--- src/rtl/keypad_pkg.sv ---
// Shared key codes, debouncer state type and code classification for the keypad entry path.
package keypad_pkg;

  localparam logic [4:0] KEY_ENTER = 5'h10;
  localparam logic [4:0] KEY_CLEAR = 5'h11;

  typedef enum logic [1:0] {
    IDLE,
    PRESS_CHK,
    HELD,
    REL_CHK
  } db_state_t;

  function automatic logic is_digit(input logic [4:0] code);
    return (code[4] == 1'b0);
  endfunction

endpackage

--- src/rtl/key_debounce.sv ---
// Debounces the raw key level into one registered event per physical press,
// capturing the key code from the sample that completes the press check.
module key_debounce
  import keypad_pkg::*;
#(
  parameter int DEBOUNCE_CYCLES = 4
) (
  input  logic       clk,
  input  logic       reset,
  input  logic       key_valid,
  input  logic [4:0] key_code,
  output logic       key_event,
  output logic [4:0] event_code
);

  localparam int CW = $clog2(DEBOUNCE_CYCLES + 1);
  localparam logic [CW-1:0] CNT_LAST = CW'(DEBOUNCE_CYCLES - 1);
  localparam logic [CW-1:0] CNT_ONE  = CW'(1);

  db_state_t     state;
  logic [CW-1:0] cnt;

  // cnt holds the number of consecutive qualifying samples already seen.
  always_ff @(posedge clk or posedge reset) begin
    if (reset) begin
      state      <= IDLE;
      cnt        <= '0;
      key_event  <= 1'b0;
      event_code <= '0;
    end else begin
      key_event <= 1'b0;
      case (state)
        IDLE: begin
          if (key_valid) begin
            state <= PRESS_CHK;
            cnt   <= CNT_ONE;
          end
        end
        PRESS_CHK: begin
          if (!key_valid) begin
            state <= IDLE;
          end else if (cnt == CNT_LAST) begin
            state      <= HELD;
            key_event  <= 1'b1;
            event_code <= key_code;
          end else begin
            cnt <= cnt + 1'b1;
          end
        end
        HELD: begin
          if (!key_valid) begin
            state <= REL_CHK;
            cnt   <= CNT_ONE;
          end
        end
        REL_CHK: begin
          if (key_valid) begin
            state <= HELD;
          end else if (cnt == CNT_LAST) begin
            state <= IDLE;
          end else begin
            cnt <= cnt + 1'b1;
          end
        end
        default: state <= IDLE;
      endcase
    end
  end

endmodule

--- src/rtl/keypad_entry.sv ---
// Collects debounced hex digits into the password word, validates ENTER and
// discards partial entries on CLEAR, inactivity timeout or downstream lockout.
module keypad_entry
  import keypad_pkg::*;
#(
  parameter int DIGITS          = 3,
  parameter int DEBOUNCE_CYCLES = 4,
  parameter int TIMEOUT_CYCLES  = 1000
) (
  input  logic                clk,
  input  logic                reset,
  input  logic                key_valid,
  input  logic [4:0]          key_code,
  input  logic                lockout,
  output logic [4*DIGITS-1:0] passin,
  output logic                enter,
  output logic [1:0]          digit_count,
  output logic                entry_error,
  output logic                timed_out
);

  localparam int PW = 4 * DIGITS;
  localparam int TW = $clog2(TIMEOUT_CYCLES + 1);
  localparam logic [1:0]    FULL   = 2'(DIGITS);
  localparam logic [TW-1:0] T_LAST = TW'(TIMEOUT_CYCLES - 1);

  logic          key_event;
  logic [4:0]    event_code;
  logic [TW-1:0] idle_cnt;
  logic          is_dig;
  logic          is_ent;
  logic          is_clr;
  logic          accept;

  key_debounce #(
    .DEBOUNCE_CYCLES(DEBOUNCE_CYCLES)
  ) u_debounce (
    .clk       (clk),
    .reset     (reset),
    .key_valid (key_valid),
    .key_code  (key_code),
    .key_event (key_event),
    .event_code(event_code)
  );

  assign is_dig = is_digit(event_code);
  assign is_ent = (event_code == KEY_ENTER);
  assign is_clr = (event_code == KEY_CLEAR);
  // Unknown codes are dropped here so they neither edit the entry nor refresh the timer.
  assign accept = key_event && (is_dig || is_ent || is_clr);

  always_ff @(posedge clk or posedge reset) begin
    if (reset) begin
      passin      <= '0;
      enter       <= 1'b0;
      digit_count <= '0;
      entry_error <= 1'b0;
      timed_out   <= 1'b0;
      idle_cnt    <= '0;
    end else begin
      enter       <= 1'b0;
      entry_error <= 1'b0;
      timed_out   <= 1'b0;
      if (lockout) begin
        passin      <= '0;
        digit_count <= '0;
        idle_cnt    <= '0;
      end else if (accept) begin
        idle_cnt <= '0;
        if (is_dig) begin
          if (digit_count == FULL) begin
            entry_error <= 1'b1;
          end else begin
            passin      <= (digit_count == 2'd0) ? PW'(event_code[3:0])
                                                 : {passin[PW-5:0], event_code[3:0]};
            digit_count <= digit_count + 1'b1;
          end
        end else if (is_ent) begin
          // A complete word stays on passin after ENTER until the next digit arrives.
          if (digit_count == FULL) begin
            enter <= 1'b1;
          end else begin
            entry_error <= 1'b1;
            passin      <= '0;
          end
          digit_count <= '0;
        end else begin
          passin      <= '0;
          digit_count <= '0;
        end
      end else if (digit_count != 2'd0) begin
        if (idle_cnt == T_LAST) begin
          timed_out   <= 1'b1;
          passin      <= '0;
          digit_count <= '0;
          idle_cnt    <= '0;
        end else begin
          idle_cnt <= idle_cnt + 1'b1;
        end
      end else begin
        idle_cnt <= '0;
      end
    end
  end

endmodule

--- config.mk ---
export PLATFORM = sky130hd
export DESIGN_NAME = keypad_entry
export DESIGN_NICKNAME = d
export VERILOG_FILES = /design/src/rtl/keypad_pkg.sv /design/src/rtl/key_debounce.sv /design/src/rtl/keypad_entry.sv
export SDC_FILE = /design/constraint.sdc
export NUM_CORES = 1
export LEC_CHECK = 0
export BUFFER_PORTS_ARGS = -buffer_cell sky130_fd_sc_hd__buf_2
export CORE_MARGIN = 2
export CORE_UTILIZATION = 50
export CTS_CLUSTER_DIAMETER = 40
export DETAILED_ROUTE_END_ITERATION = 6
export PLACE_DENSITY = 0.79
export SETUP_SLACK_MARGIN = 0.2
export SYNTH_ARGS = -nofsm -noshare
export SYNTH_HDL_FRONTEND = slang
export SYNTH_HIERARCHICAL = 1
export SYNTH_SLANG_ARGS = --single-unit
--- constraint.sdc ---
create_clock -name clk -period 1.3 [get_ports clk]
set_input_delay 0.065 -clock clk [delete_from_list [all_inputs] [get_ports clk]]
set_output_delay 0.065 -clock clk [all_outputs]
set_load 0.005 [all_outputs]
==> summary.txt <==
Final setup viols - 31
CTS tree - done
Post-Synthesis Cells - 138
total number of vias - 1422
Die ar. - 3870 sq um
CTS clock-pin slew for the worst setup and hold paths - 0.11 ns
Final Max Tran Viols - 0
core area - 3284 sq um
chip height - 62.21 um
Slew headroom - 71.53%
initial antenna violation count - 0
total grt overflow - 0
post-DR vias/cell - 5.228
outcome - finished with violations
most common cell after layout, fill and taps aside - buf_4
CTS root buffer - clkbuf_4
Worst-Skew Late Latency - 0.35 ns
largest net degree at the start of global routing - 28
vias in the first global route - 1577
fin nets - 240
clock skew - 0.01276 ns
final period utilization - 125.3%
Max Fclk - 614.1 MHz
unrepaired setup endpoints after global routing - true
DR pass1 iterations - 4
P&R area growth vs syn - 54.80%
CTS Buf Count - 5
CP Class - reg -> reg
worst slew pin tran - 0.4266 ns
Avg Synthesized Cell Area - 12.28 sq um
Sw Share - 32.21%
ANT nets after route - 0
Pwr Density - 1380 nW/um^2
Worst setup SP type - register
Filler Cell Count - 201
Synth Flop Type - dfrtp_1
most frequent cells in the layout - buf_4 (43), dfrtp_1 (37), buf_2 (23), a22o_1 (13), nor2_1 (10)
GRT Overall Usage - 24.26%
initial core utilization - 51.58%
Hold Fails Final Rpt - 0
Leak - 1.278 nW
HP Class - in -> reg
FFs w/ async S/R, synth - 100.0%
#FFs+latches synth - 38
Critical Path End Type - register
Yosys cell types - 31
clock power share - 18.4%
Post-synth EDFFs - 0
PortBufs - 25
global-route wire length before repair - 7.251 mm
data required time of the critical path - 1.54 ns
post-synthesis sequential area ratio - 56.13%
placed cell areas - 2237 sq um
Net Switching - 1.166 mW
DRT iter0 DRCs - 56
row cnt - 21
antenna diode count - 0
DR DRC count - 0
yosys warns - 6
Final min period - 1.629 ns
Int Pwr - 2.453 mW
Worst Path Arrival - 1.87 ns
H-Tree Depth - 2
CP max FO - 8
Gate power share - 39.5%
VDD IR max - 0.001068 V
Syn Nets - 153
clk buf depth - 2
Post-DP HPWL - 2.769 mm
CTS Sinks - 38
post-layout util - 79.85%
x dimension of the die - 62.21 um
total power - 3.619 mW
synthesized area - 1694 sq um
final instance area - 2623 sq um
Flop pwr share - 42.1%
final setup TNS - -7.058 ns
Final Wtd Congestion - 0.7736
Max-cap violations - 0
Worst Slack Setup Final - -0.3285 ns
final WL - 4.377 mm
num ports - 26
layout cells sized above 1 - 56.64%
failing checks - negative setup slack
WL/cell - 16.09 um
[registers in the layout, summed over array words and instances, names as in the netlist, named ones only]
name	count
u_debounce/state	1
idle_cnt	10
u_debounce/key_event	1
passin	12
u_debounce/cnt	3
digit_count	2
enter	1
entry_error	1
u_debounce/event_code	5
timed_out	1
[timing repair]
action / 4_1_cts / 5_1_grt
resized for setup: 21 / 12
hold buffers: 6 / 0
cloned: 1 / 0
setup endpoints to repair: 39 / 40
setup buffers: 10 / 5
hold endpoints to repair: 43 / 0
pin swaps: 17 / 8
[metrics by stage]
step | setup WS (ns) | std cells | hold slack (ns)
finish | -0.3285 | 272 | 0.07284
global route | -0.4082 | 272 | 0.04946
CTS | -0.2746 | 267 | 0.04578
detailed placement | -0.2975 | 242 | 0.08695
global placement | -0.2077 | 242 | 0.07415
floorplan | -0.1491 | 138 | -0.08256
[Yosys cell counts (all sizes together), types with 2 or more instances]
master  instances  area [sq um]
dfrtp          38         950.9
nor2           16         60.06
a22o           15         133.9
inv             9         33.78
mux2            8         90.09
xnor2           7         61.31
ha              6         75.07
nand2           6         22.52
a21oi           4         20.02
nand3           4         20.02
nor3            3         15.01
nor4            3         40.04
xor2            3         26.28
nand2b          2         12.51
nand3b          2         18.77
nand4           2         18.77
nand4b          2         23.77
o22ai           2         18.77
[cells by family after synthesis]
group                      Yosys count  share of synthesized area (%)
muxes                                8                          5.318
xor gates and xnor gates            10                          5.170
buffers and inverters               10                          2.659
and+or+nand+nor                     43                          15.21
AOI/OAI and AO/OA                   23                          11.08
DFF                                 38                          56.13
adders and majority gates            6                          4.431
[path summary, 6_finish.rpt]
| check | start | endpoint | slack [ns] | cells after the start |
|---|---|---|---|---|
| worst max register to register | idle_cnt[1] | idle_cnt[9] | -0.33 | 6 |
| worst min-delay path | key_valid | register | 0.07 | 2 |
| max in group asynchronous | reset | digit_count[0] | 0.71 | 4 |
| worst min register to register | passin[8] | passin[8] | 0.51 | 1 |
| min in group asynchronous | reset | u_debounce/event_code[3] | 0.24 | 3 |
| worst max-delay path | idle_cnt[1] | idle_cnt[9] | -0.33 | 6 |
[worst max-delay path, stage by stage, from the launching register on]
cell	delay [ns]
dfrtp_1	0.39
ha_2	0.19
nand4b_1	0.18
buf_4	0.19
or3_4	0.34
nand3b_4	0.16
nor2_1	0.07
[per-layer routing]
metal  routed length [um]  vias up  GRT usage, %
met5                    0        -             0
met4                  130        0         10.28
met3                  103       15         6.159
met2                 2487       34         46.06
met1                 1655      706         25.15
li1                     -      667             -
[power groups by stage]
stage	Sequential [mW]	Clock, mW	Combinational [mW]
after floorplan	1.53	0	0.600
after global placement	1.51	0	0.972
after detailed placement	1.52	0	1.04
after CTS	1.50	0.667	1.34
after global routing	1.54	0.749	1.51
final	1.52	0.665	1.43
[area by class of cell]
class                      count  area (sq um)  share of cell area, %
timing repair buffer          80         588.1                  22.42
clock inverter                 2         12.51                 0.4771
clock buffer                   6         51.30                  1.956
inverter                       9         33.78                  1.288
tap                           46         57.56                  2.195
sequential                    38         952.2                  36.31
multi-input combinational     91         927.1                  35.35
(Power assumes the default switching activity.)
